<file path="config.mk">
export PLATFORM = sky130hd
export DESIGN_NAME = fft8_out_reorder
export DESIGN_NICKNAME = d
export VERILOG_FILES = /design/src/rtl/fft8_out_reorder.sv
export SDC_FILE = /design/constraint.sdc
export NUM_CORES = 1
export LEC_CHECK = 0
export ABC_AREA = 1
export BUFFER_PORTS_ARGS = -buffer_cell sky130_fd_sc_hd__buf_4
export CAP_MARGIN = 20
export CORE_UTILIZATION = 30
export DETAILED_ROUTE_END_ITERATION = 16
export HOLD_SLACK_MARGIN = 0.15
export MAX_ROUTING_LAYER = met4
export PLACE_DENSITY = 0.52
export SLEW_MARGIN = 20
export SYNTH_ARGS = -nofsm -noshare
export SYNTH_HDL_FRONTEND = slang
export SYNTH_SLANG_ARGS = --single-unit
</file>
<file path="constraint.sdc">
create_clock -name c -period 6.8 [get_ports c]
set_clock_uncertainty 0.15 [all_clocks]
set_input_delay 1.02 -clock c [delete_from_list [all_inputs] [get_ports c]]
set_output_delay 1.02 -clock c [all_outputs]
set_load 0.005 [all_outputs]
</file>
<file path="src/rtl/fft8_out_reorder.sv">
// ---------------------------------------------------------------------------
// fft8_out_reorder
//
// Sits behind the 8-point FFT. It captures two bins per accepted cycle (X1/X2,
// bit-reversed pair order) into one bank of a ping-pong buffer. It then
// re-emits each completed frame serially, one bin per clock, in natural order
// 0..7. Sustains one frame per 8 clocks. A frame start into a still-full bank
// is dropped and raises a sticky overrun flag.
//
// Ports
//   c          : clock, rising edge
//   rst        : asynchronous, active-high reset
//   in_en      : pair-valid strobe from the FFT stage
//   X1r/X1i    : first bin of the pair  (bin br(2k))
//   X2r/X2i    : second bin of the pair (bin br(2k+1))
//   in_ready   : the current write bank can take a new frame start
//   out_valid  : out_re/out_im carry a bin
//   out_first  : high with bin 0 of each frame
//   out_idx    : natural-order index of the bin being output
//   out_re/im  : bin value; holds its last value while out_valid is low
//   ovf        : sticky overrun flag, cleared only by rst
// ---------------------------------------------------------------------------
module fft8_out_reorder #(
  parameter int W = 16
) (
  input  logic                c,
  input  logic                rst,
  input  logic                in_en,
  input  logic signed [W-1:0] X1r,
  input  logic signed [W-1:0] X1i,
  input  logic signed [W-1:0] X2r,
  input  logic signed [W-1:0] X2i,
  output logic                in_ready,
  output logic                out_valid,
  output logic                out_first,
  output logic [2:0]          out_idx,
  output logic signed [W-1:0] out_re,
  output logic signed [W-1:0] out_im,
  output logic                ovf
);

  typedef enum logic {IDLE, READ} rd_state_e;

  // Write side
  logic [1:0] wptr_q, wptr_d;
  logic       wbank_q, wbank_d;
  logic [1:0] full_q, full_d;
  logic       ovf_q, ovf_d;
  logic       blocked, accept, frame_done;
  logic [2:0] bin_lo, bin_hi;

  // Read side
  rd_state_e  state_q, state_d;
  logic       rbank_q, rbank_d;
  logic [2:0] rptr_q, rptr_d;
  logic       emit, clr;

  // Output registers
  logic                out_valid_q, out_valid_d;
  logic                out_first_q, out_first_d;
  logic [2:0]          out_idx_q, out_idx_d;
  logic signed [W-1:0] out_re_q, out_re_d;
  logic signed [W-1:0] out_im_q, out_im_d;

  // Storage, addressed {bank, bin}.
  logic signed [W-1:0] mem_re_q [16];
  logic signed [W-1:0] mem_im_q [16];

  // ---------------------------------------------------------------------------
  // Write control
  // ---------------------------------------------------------------------------
  always_comb begin
    // Only a frame start checks for a full bank. Mid-frame the bank is ours.
    blocked    = (wptr_q == 2'd0) && full_q[wbank_q];
    accept     = in_en && !blocked;
    frame_done = accept && (wptr_q == 2'd3);
    // Pair k carries br(2k) and br(2k+1). br({k1,k0,b0}) = {b0,k0,k1}.
    bin_lo     = {1'b0, wptr_q[0], wptr_q[1]};
    bin_hi     = {1'b1, wptr_q[0], wptr_q[1]};

    wptr_d  = accept ? wptr_q + 2'd1 : wptr_q;
    wbank_d = frame_done ? ~wbank_q : wbank_q;
    ovf_d   = ovf_q | (in_en & blocked);
  end

  // NOTE: the sample buffer has no reset. The full flags alone decide what is
  // valid, so clearing the data would only add reset fan-out.
  always_ff @(posedge c) begin
    if (accept) begin
      mem_re_q[{wbank_q, bin_lo}] <= X1r;
      mem_im_q[{wbank_q, bin_lo}] <= X1i;
      mem_re_q[{wbank_q, bin_hi}] <= X2r;
      mem_im_q[{wbank_q, bin_hi}] <= X2i;
    end
  end

  // ---------------------------------------------------------------------------
  // Read FSM. Banks fill and drain in strict alternation, so rbank_q always
  // names the oldest full bank. A full rbank is emitted from immediately, so
  // bin 0 leaves one edge after the frame completes, even from IDLE.
  // ---------------------------------------------------------------------------
  // NOTE: every signal gets a default before the case, so no path leaves one
  // unassigned and no latch is inferred.
  always_comb begin
    state_d = state_q;
    rptr_d  = rptr_q;
    rbank_d = rbank_q;
    clr     = 1'b0;
    emit    = full_q[rbank_q];

    unique case (state_q)
      IDLE: if (emit) state_d = READ;
      READ: ;
      default: state_d = IDLE;
    endcase

    if (emit) begin
      rptr_d = rptr_q + 3'd1;
      if (rptr_q == 3'd7) begin
        clr     = 1'b1;
        rbank_d = ~rbank_q;
        // A bank filling on this same edge is seen next cycle from IDLE.
        // It still goes out with no gap.
        state_d = full_q[~rbank_q] ? READ : IDLE;
      end
    end

    // Set and clear never hit the same bank. A bank being written is not full.
    full_d = full_q;
    if (clr)        full_d[rbank_q] = 1'b0;
    if (frame_done) full_d[wbank_q] = 1'b1;

    out_valid_d = emit;
    out_first_d = emit && (rptr_q == 3'd0);
    out_idx_d   = emit ? rptr_q : 3'd0;
    out_re_d    = emit ? mem_re_q[{rbank_q, rptr_q}] : out_re_q;
    out_im_d    = emit ? mem_im_q[{rbank_q, rptr_q}] : out_im_q;
  end

  // NOTE: state uses non-blocking assignments. Every register then samples
  // pre-edge values, whatever order the blocks are evaluated in.
  always_ff @(posedge c or posedge rst) begin
    if (rst) begin
      wptr_q      <= 2'd0;
      wbank_q     <= 1'b0;
      full_q      <= 2'b00;
      ovf_q       <= 1'b0;
      state_q     <= IDLE;
      rbank_q     <= 1'b0;
      rptr_q      <= 3'd0;
      out_valid_q <= 1'b0;
      out_first_q <= 1'b0;
      out_idx_q   <= 3'd0;
      out_re_q    <= '0;
      out_im_q    <= '0;
    end else begin
      wptr_q      <= wptr_d;
      wbank_q     <= wbank_d;
      full_q      <= full_d;
      ovf_q       <= ovf_d;
      state_q     <= state_d;
      rbank_q     <= rbank_d;
      rptr_q      <= rptr_d;
      out_valid_q <= out_valid_d;
      out_first_q <= out_first_d;
      out_idx_q   <= out_idx_d;
      out_re_q    <= out_re_d;
      out_im_q    <= out_im_d;
    end
  end

  assign in_ready  = ~full_q[wbank_q];
  assign out_valid = out_valid_q;
  assign out_first = out_first_q;
  assign out_idx   = out_idx_q;
  assign out_re    = out_re_q;
  assign out_im    = out_im_q;
  assign ovf       = ovf_q;

endmodule

</file>
==> results.md, run 1 <==
- DRC violations left: 0
- Fmax: 286 MHz
- Share of the synthesized area in the top cell type: 0.644
- Vias/cell: 4.44
- Setup-failing EPs final: 0
- Core area: 0.0789 mm2
- Clk_lat worst skew: 600 ps
- CTS sink cnt: 559
- GRT Total Usage: 0.158
- Non-filler cells, final: 3441
- Ranking of synthesized cells by instance count: nand2_1 (777), edfxtp_1 (512), inv_1 (397), nand3_1 (385), buf_2 (53)
- Vias in the first global route: 14.7k
- Reg-to-reg endpoint: out_im[2]
- Worst Path Required: 7140 ps
- Die X: 284 um
- Syn avg cell area: 10.5 um2
- Critical path class: reg2reg
- Synth Flop Type: edfxtp_1
- CP Data Arrival Time: 3830 ps
- Initial antenna violation count: 10
- Lkg Pwr: 0.0116 uW
- DR vias: 15.3k
- Cells along the critical path: buf_4 > buf_4 > nand2_1 > nand3_1 > nand3_1 > nand3_1 > nand2_1 > nand2_1 > nand2_1
- Critical R2R Launch: rptr_q[0]
- Clock buffer count from CTS: 53
- Max stage delay on crit path: 900 ps
- GP Congestion: 0.747
- 1st-iter DRT viols: 1137
- Rows: 103
- Hold worst-path end: ovf
- Critical Path Most Common Cell: nand2_1
- Yosys top cell by area: edfxtp_1
- RSZ-0062 raised after global routing: false
- Asr flop ratio synth: 0.0841
- TritonRoute pass-1 iters: 5
- Max-cap violations: 0
- Syn-to-layout area delta: 13.9%
- Final ANT Viol Nets: 0
- Grt ovf: 0
- Routed WL: 62.3 mm
- Final Hold Viols: 0
- Sequential area share after synthesis: 0.693
- Mapped cell area: 0.0239 mm2
- Share of layout cells above drive strength 1: 0.0907
- Yosys warns: 0
- Power, Total: 11300 uW
- Worst-path clk slew: 70 ps
- Worst Max-Slew Pin Slew: 1030 ps
- Peak fanout along the critical path: 89
- Initial Util: 0.303
- Worst setup SP type: register
- Finished Core Util: 0.345
- Max-slew violations: 0
- Post-Syn Nets: 2345
- Final net count: 2414
- # placed instances: 3335
- Cts repair resizes: 0
- Maximum VDD drop: 0.290 mV
- Slew margin rel.: 0.312
- Worst Hold Depth: 1
- Fin crit share: 0.514
- Routed len/inst: 18.1 um
- First-pass GRT wire length: 93.8 mm
- CTS Root Cell: clkbuf_16
- Synth Register Bits: 559
- Worst Hold Class: reg2reg
- Critical Path End Type: register
- Critical-path top delay cell: buf_4
- Largest net degree at the start of global routing: 173
- Hold Startpoint: ovf
- Post-Synthesis Cells: 2271
- Setup bufs post-CTS: 0
- Maximum level of the CTS H-tree: 2
- Status: finished clean
- R2R Setup Slk: 3310 ps
- Power per standard cell area: 416 mW/mm2
- Setup TNS: 0 ps
- Port buffer count: 105
- # hold bufs at CTS: 0
- Die area: 0.0807 mm2
- IO Pins: 106
- Period minus WS final: 3490 ps
- EDFF count, synth: 512
- Register-to-Register Path Depth: 9
- CTS tree: done
- Placed Area: 0.0255 mm2
- Clk buf depth: 3
- Fin area: 0.0272 mm2
- Synth area leaders: edfxtp_1 (64%), nand2_1 (12%), nand3_1 (8.1%)
- Top-count cell post-synth: nand2_1
- Count of different cell masters after synthesis: 21
- Hpwl dp: 33.8 mm
- Die height: 284 um
==> where the power goes <==
| part | internal [uW] | switching, uW |
|---|---|---|
| Combinational | 1090 | 2730 |
| Clock | 1590 | 1250 |
| Sequential | 4380 | 260 |
==> sequential cells by signal (all words and copies together), names as in the netlist <==
register   cells
out_first      1
rptr_q         3
rbank_q        1
ovf            1
full_q         2
out_idx        3
out_im        16
mem_im_q     256
out_re        16
wbank_q        1
wptr_q         2
out_valid      1
mem_re_q     256
==> metrics by stage <==
step | hold slack (ps) | setup slack (ps)
after floorplan | 301 | 437
after global placement | 305 | 3210
after detailed placement | 312 | 3150
after CTS | 329 | 3300
after global routing | 351 | 3100
final | 332 | 3310
==> layer usage <==
layer / GRT usage / share of wire / up-vias
li1: - / - / 7441
met1: 0.208 / 0.46 / 7423
met3: 0.0364 / 0.060 / 103
met2: 0.241 / 0.45 / 301
met5: - / 0 / -
met4: 0.0464 / 0.026 / 0
==> how the worst max path moves through the flow <==
stage / startpoint / end / slack [ps] / cells past startpoint
finish: rptr_q[0] / out_im[2] / 3310 / 9
global route: rptr_q[0] / out_re[11] / 3100 / 9
CTS: wbank_q / mem_im_q[7][8] / 3300 / 6
detailed placement: in_en / mem_im_q[3][7] / 3150 / 6
global placement: in_en / mem_im_q[7][15] / 3210 / 6
floorplan: in_en / mem_im_q[10][0] / 440 / 4
==> cells by family (layout without fill, tap and decap cells) <==
family / Yosys count / count (layout) / synth area share
AO/OA/AOI/OAI: 11 / 11 / 0.00241
XOR/XNOR: 2 / 2 / 0.000734
adder cells (fa/ha/maj): 7 / 7 / 0.00367
buffers and inverters: 514 / 625 / 0.0943
flip-flops: 559 / 559 / 0.693
other: 0 / 9 / 0
AND/OR/NAND/NOR: 1178 / 1178 / 0.206
==> worst max-delay path: cells and delay by family, from the launching register on <==
kind                   cells  cell delay, ps
buffers and inverters      2            1590
flip-flops                 1             720
AND/OR/NAND/NOR            7             750
==> cells in the final DEF, fill, tap and decap left out, types with 10 or more instances in the layout <==
cell type | netlist | routed
clkbuf_16 | 0 | 55
clkinv_2 | 0 | 10
buf_4 | 10 | 122
nand3_1 | 385 | 385
dfrtp_1 | 47 | 44
nand2_1 | 777 | 777
inv_1 | 397 | 394
edfxtp_1 | 512 | 512
clkbuf_1 | 12 | 16
o21ai_0 | 10 | 10
clkinv_1 | 0 | 11
==> final cells by class <==
type	instances	area, um2
inverter	401	1520
clock inverter	22	150
antenna	9	22.5
fill	7805	51700
timing repair buffer	127	1020
clock buffer	75	1490
tap	1050	1310
multi-input combinational	1198	5130
sequential	559	16600
Power figures use the tool's default switching activity.
==> run 2: changes to the inputs <==
--- a/config.mk
+++ b/config.mk
@@ -5,7 +5,7 @@
 export SDC_FILE = /design/constraint.sdc
 export NUM_CORES = 1
 export LEC_CHECK = 0
-export ABC_AREA = 1
+export ABC_AREA = 0
 export BUFFER_PORTS_ARGS = -buffer_cell sky130_fd_sc_hd__buf_4
 export CAP_MARGIN = 20
 export CORE_UTILIZATION = 30
==> constraint.sdc (replaced) <==
create_clock -name c -period 3.65 [get_ports c]
set_clock_uncertainty 0.15 [all_clocks]
set_input_delay 0.5475 -clock c [delete_from_list [all_inputs] [get_ports c]]
set_output_delay 0.5475 -clock c [all_outputs]
set_load 0.005 [all_outputs]
==> run 2 against run 1 <==
  * Routed wire length down 25%
  * Final cell count down 39%
  * Sequential power up 84%
  * Area after synthesis down 12%
  * Register-to-register slack worse by 2300 ps
  * Die area down 12%
  * Largest power group unchanged
  * Highest routed layer unchanged
==> results.md, run 2 <==
- FILL cells: 6370 (was 7805)
- GP Congestion: 0.693 (was 0.747)
- Syn-to-layout area delta: 22.2% (was 13.9%)
- Yosys warns: 0 (unchanged)
- Sequential area share after synthesis: 0.788 (was 0.693)
- Core area: 0.0689 mm2 (was 0.0789 mm2)
- Maximum level of the CTS H-tree: 2 (unchanged)
- Synth area leaders: edfxtp_1 (73%), mux4_2 (14%), dfrtp_1 (5.6%) (was edfxtp_1 (64%), nand2_1 (12%), nand3_1 (8.1%))
- Worst Path Required: 3800 ps (was 7140 ps)
- Largest registers: mem_im_q (256), mem_re_q (256) (unchanged)
- Vias in the first global route: 10.7k (was 14.7k)
- Placed Area: 0.0232 mm2 (was 0.0255 mm2)
- R2R Setup Slk: 970 ps (was 3310 ps)
- Switching Share: 0.284 (was 0.375)
- Post-Synthesis Cells: 917 (was 2271)
- Initial Util: 0.305 (was 0.303)
- Asr flop ratio synth: 0.0841 (unchanged)
- EDFF count, synth: 512 (unchanged)
- RSZ-0062 raised after global routing: false (unchanged)
- Critical Path End Type: register (unchanged)
- Worst Hold Depth: 2 (was 1)
- CTS tree: done (unchanged)
- Yosys top cell by area: edfxtp_1 (unchanged)
- Setup bufs post-CTS: 0 (unchanged)
- Routed WL: 46.5 mm (was 62.3 mm)
- Hpwl dp: 25.8 mm (was 33.8 mm)
- Synth Flop Type: edfxtp_1 (unchanged)
- Syn avg cell area: 22.9 um2 (was 10.5 um2)
- GRT Total Usage: 0.138 (was 0.158)
- Ranking of synthesized cells by instance count: edfxtp_1 (512), mux4_2 (128), dfrtp_1 (47), nand2_1 (35), mux2i_1 (34) (was nand2_1 (777), edfxtp_1 (512), inv_1 (397), nand3_1 (385), buf_2 (53))
- Clock share of power: 0.294 (was 0.252)
- Fin area: 0.0257 mm2 (was 0.0272 mm2)
- Final net count: 1201 (was 2414)
- Post-Syn Nets: 991 (was 2345)
- Reg-to-reg endpoint: mem_re_q[5][5] (was out_im[2])
- Setup TNS: 0 ps (unchanged)
- Vias/cell: 4.63 (was 4.44)
- Worst Hold Class: reg2reg (unchanged)
- Hold worst-path end: out_re[0] (was ovf)
- IO Pins: 106 (unchanged)
- TritonRoute pass-1 iters: 5 (unchanged)
- Die area: 0.0711 mm2 (was 0.0807 mm2)
- Hold Startpoint: out_re[0] (was ovf)
- Register-to-Register Path Depth: 5 (was 9)
- Top-count cell post-synth: edfxtp_1 (was nand2_1)
- Final Hold Viols: 0 (unchanged)
- Switching pwr: 5550 uW (was 4240 uW)
- Routed len/inst: 22.0 um (was 18.1 um)
- Max-cap violations: 0 (unchanged)
- Port buffer count: 105 (unchanged)
- Die height: 267 um (was 284 um)
- Clock buffer count from CTS: 56 (was 53)
- Synth Register Bits: 559 (unchanged)
- DRC violations left: 0 (unchanged)
- Share of the synthesized area in the top cell type: 0.732 (was 0.644)
- Grt ovf: 0 (unchanged)
- Setup-failing EPs final: 0 (unchanged)
- Final ANT Viol Nets: 0 (unchanged)
- Die X: 267 um (was 284 um)
- Sequential Power Share: 0.437 (was 0.411)
- Initial antenna violation count: 5 (was 10)
- CTS sink cnt: 559 (unchanged)
- Worst Max-Slew Pin Slew: 815 ps (was 1030 ps)
- Slew margin rel.: 0.457 (was 0.312)
- Internal power: 14000 uW (was 7070 uW)
- DR vias: 9761 (was 15.3k)
- Maximum VDD drop: 0.510 mV (was 0.290 mV)
- Max-slew violations: 0 (unchanged)
- Fmax: 373 MHz (was 286 MHz)
- Commonest cells after routing, fill and taps aside: edfxtp_1 (512), mux4_2 (128), buf_4 (121) (was nand2_1 (777), edfxtp_1 (512), inv_1 (394))
- Critical path class: reg2reg (unchanged)
- Lkg Pwr: 0.00846 uW (was 0.0116 uW)
- Most common cell after layout, fill and taps aside: edfxtp_1 (was nand2_1)
- CTS Root Cell: clkbuf_16 (unchanged)
- 1st-iter DRT viols: 683 (was 1137)
- Status: finished clean (unchanged)
- Critical R2R Launch: wptr_q[0] (was rptr_q[0])
- Peak fanout along the critical path: 30 (was 89)
- Count of different cell masters after synthesis: 30 (was 21)
- Share of layout cells above drive strength 1: 0.312 (was 0.0907)
- Largest net degree at the start of global routing: 74 (was 173)
- Clk buf depth: 3 (unchanged)
- Power per standard cell area: 760 mW/mm2 (was 416 mW/mm2)
- Period minus WS final: 2680 ps (was 3490 ps)
- Comb power frac: 0.269 (was 0.338)
- First-pass GRT wire length: 70.1 mm (was 93.8 mm)
- CP Data Arrival Time: 2830 ps (was 3830 ps)
- Worst-path clk slew: 60 ps (was 70 ps)
- Clk_lat worst skew: 590 ps (was 600 ps)
- Fin crit share: 0.735 (was 0.514)
- Worst setup SP type: register (unchanged)
- Mapped cell area: 0.0210 mm2 (was 0.0239 mm2)
- Rows: 96 (was 103)
run 2: cell count changes after synthesis, moves of 6 or more:
cell	previous run	this run
inv_1	397	9
mux2i_1	0	34
buf_2	53	13
mux4_2	0	128
nand2_1	777	35
and2_1	0	6
clkbuf_1	12	18
o21ai_0	10	1
nand3_1	385	0
buf_6	27	6
o211ai_1	0	33
nor2_1	12	2
a22oi_1	0	32
run 2: through the flow:
stage,hold slack [ps],utilization,power [uW],cells,setup slack [ps]
finish,349,0.372,19500,2109,966
global route,387,0.372,20500,2109,788
CTS,352,0.372,19900,2104,955
detailed placement,339,0.336,14000,1934,986
global placement,316,0.336,14000,1934,1010
floorplan,310,-,12100,917,248
run 2: area by class of cell:
class                      instances  area [um2]  share of cell area
antenna                            5        12.5            0.000487
clock inverter                    28         295              0.0115
clock buffer                      76        1550              0.0603
sequential                       559       16600               0.645
timing repair buffer             201        1850              0.0720
tap                              931        1160              0.0454
multi-input combinational        300        4220               0.164
inverter                           9        33.8             0.00132
run 2: cells by family (layout without fill, tap and decap cells):
group / count (synthesis) / count (layout) / share of synthesized area
compound gates: 74 / 74 / 0.0262
xor+xnor: 2 / 2 / 0.000834
fa+ha+maj: 7 / 7 / 0.00417
buf+inv: 58 / 314 / 0.0144
flops: 559 / 559 / 0.788
mux: 165 / 165 / 0.155
other cells: 0 / 5 / 0
simple gates: 52 / 52 / 0.0114
run 2: power groups by stage:
stage | sequential [uW] | combinational (uW) | clock, uW
global route | 8640 | 5710 | 6120
finish | 8530 | 5240 | 5740
floorplan | 8460 | 3630 | 0
CTS | 8560 | 5420 | 5910
global placement | 8660 | 5320 | 0
detailed placement | 8690 | 5340 | 0
run 2: how the worst max path moves through the flow:
stage | start | endpoint | slack, ps | cells past startpoint
after floorplan | wptr_q[0] | mem_im_q[0][0] | 250 | 4
after global placement | in_en | mem_re_q[1][5] | 1010 | 5
after detailed placement | wptr_q[0] | mem_re_q[5][6] | 990 | 5
after CTS | wptr_q[0] | mem_re_q[5][5] | 950 | 5
after global routing | wptr_q[0] | mem_re_q[5][5] | 790 | 5
final | wptr_q[0] | mem_re_q[5][5] | 970 | 5
run 2: critical path, stage by stage, from the launching register on:
cell and delay [ps]:
dfrtp_1 420, inv_1 90, ha_1 240, a211oi_1 570, and2_4 630, buf_4 280
run 2: timing repair:
item	4_1_cts	5_1_grt
resized for setup	0	0
hold endpoints to repair	532	0
hold buffers	66	0
run 2: metal layers:
layer  part of all wire  up-vias  track usage
met5                  0        -            -
met4              0.017        0       0.0343
met3              0.042       59       0.0259
met2               0.50      165        0.221
met1               0.44     5253        0.181
li1                   -     4284            -
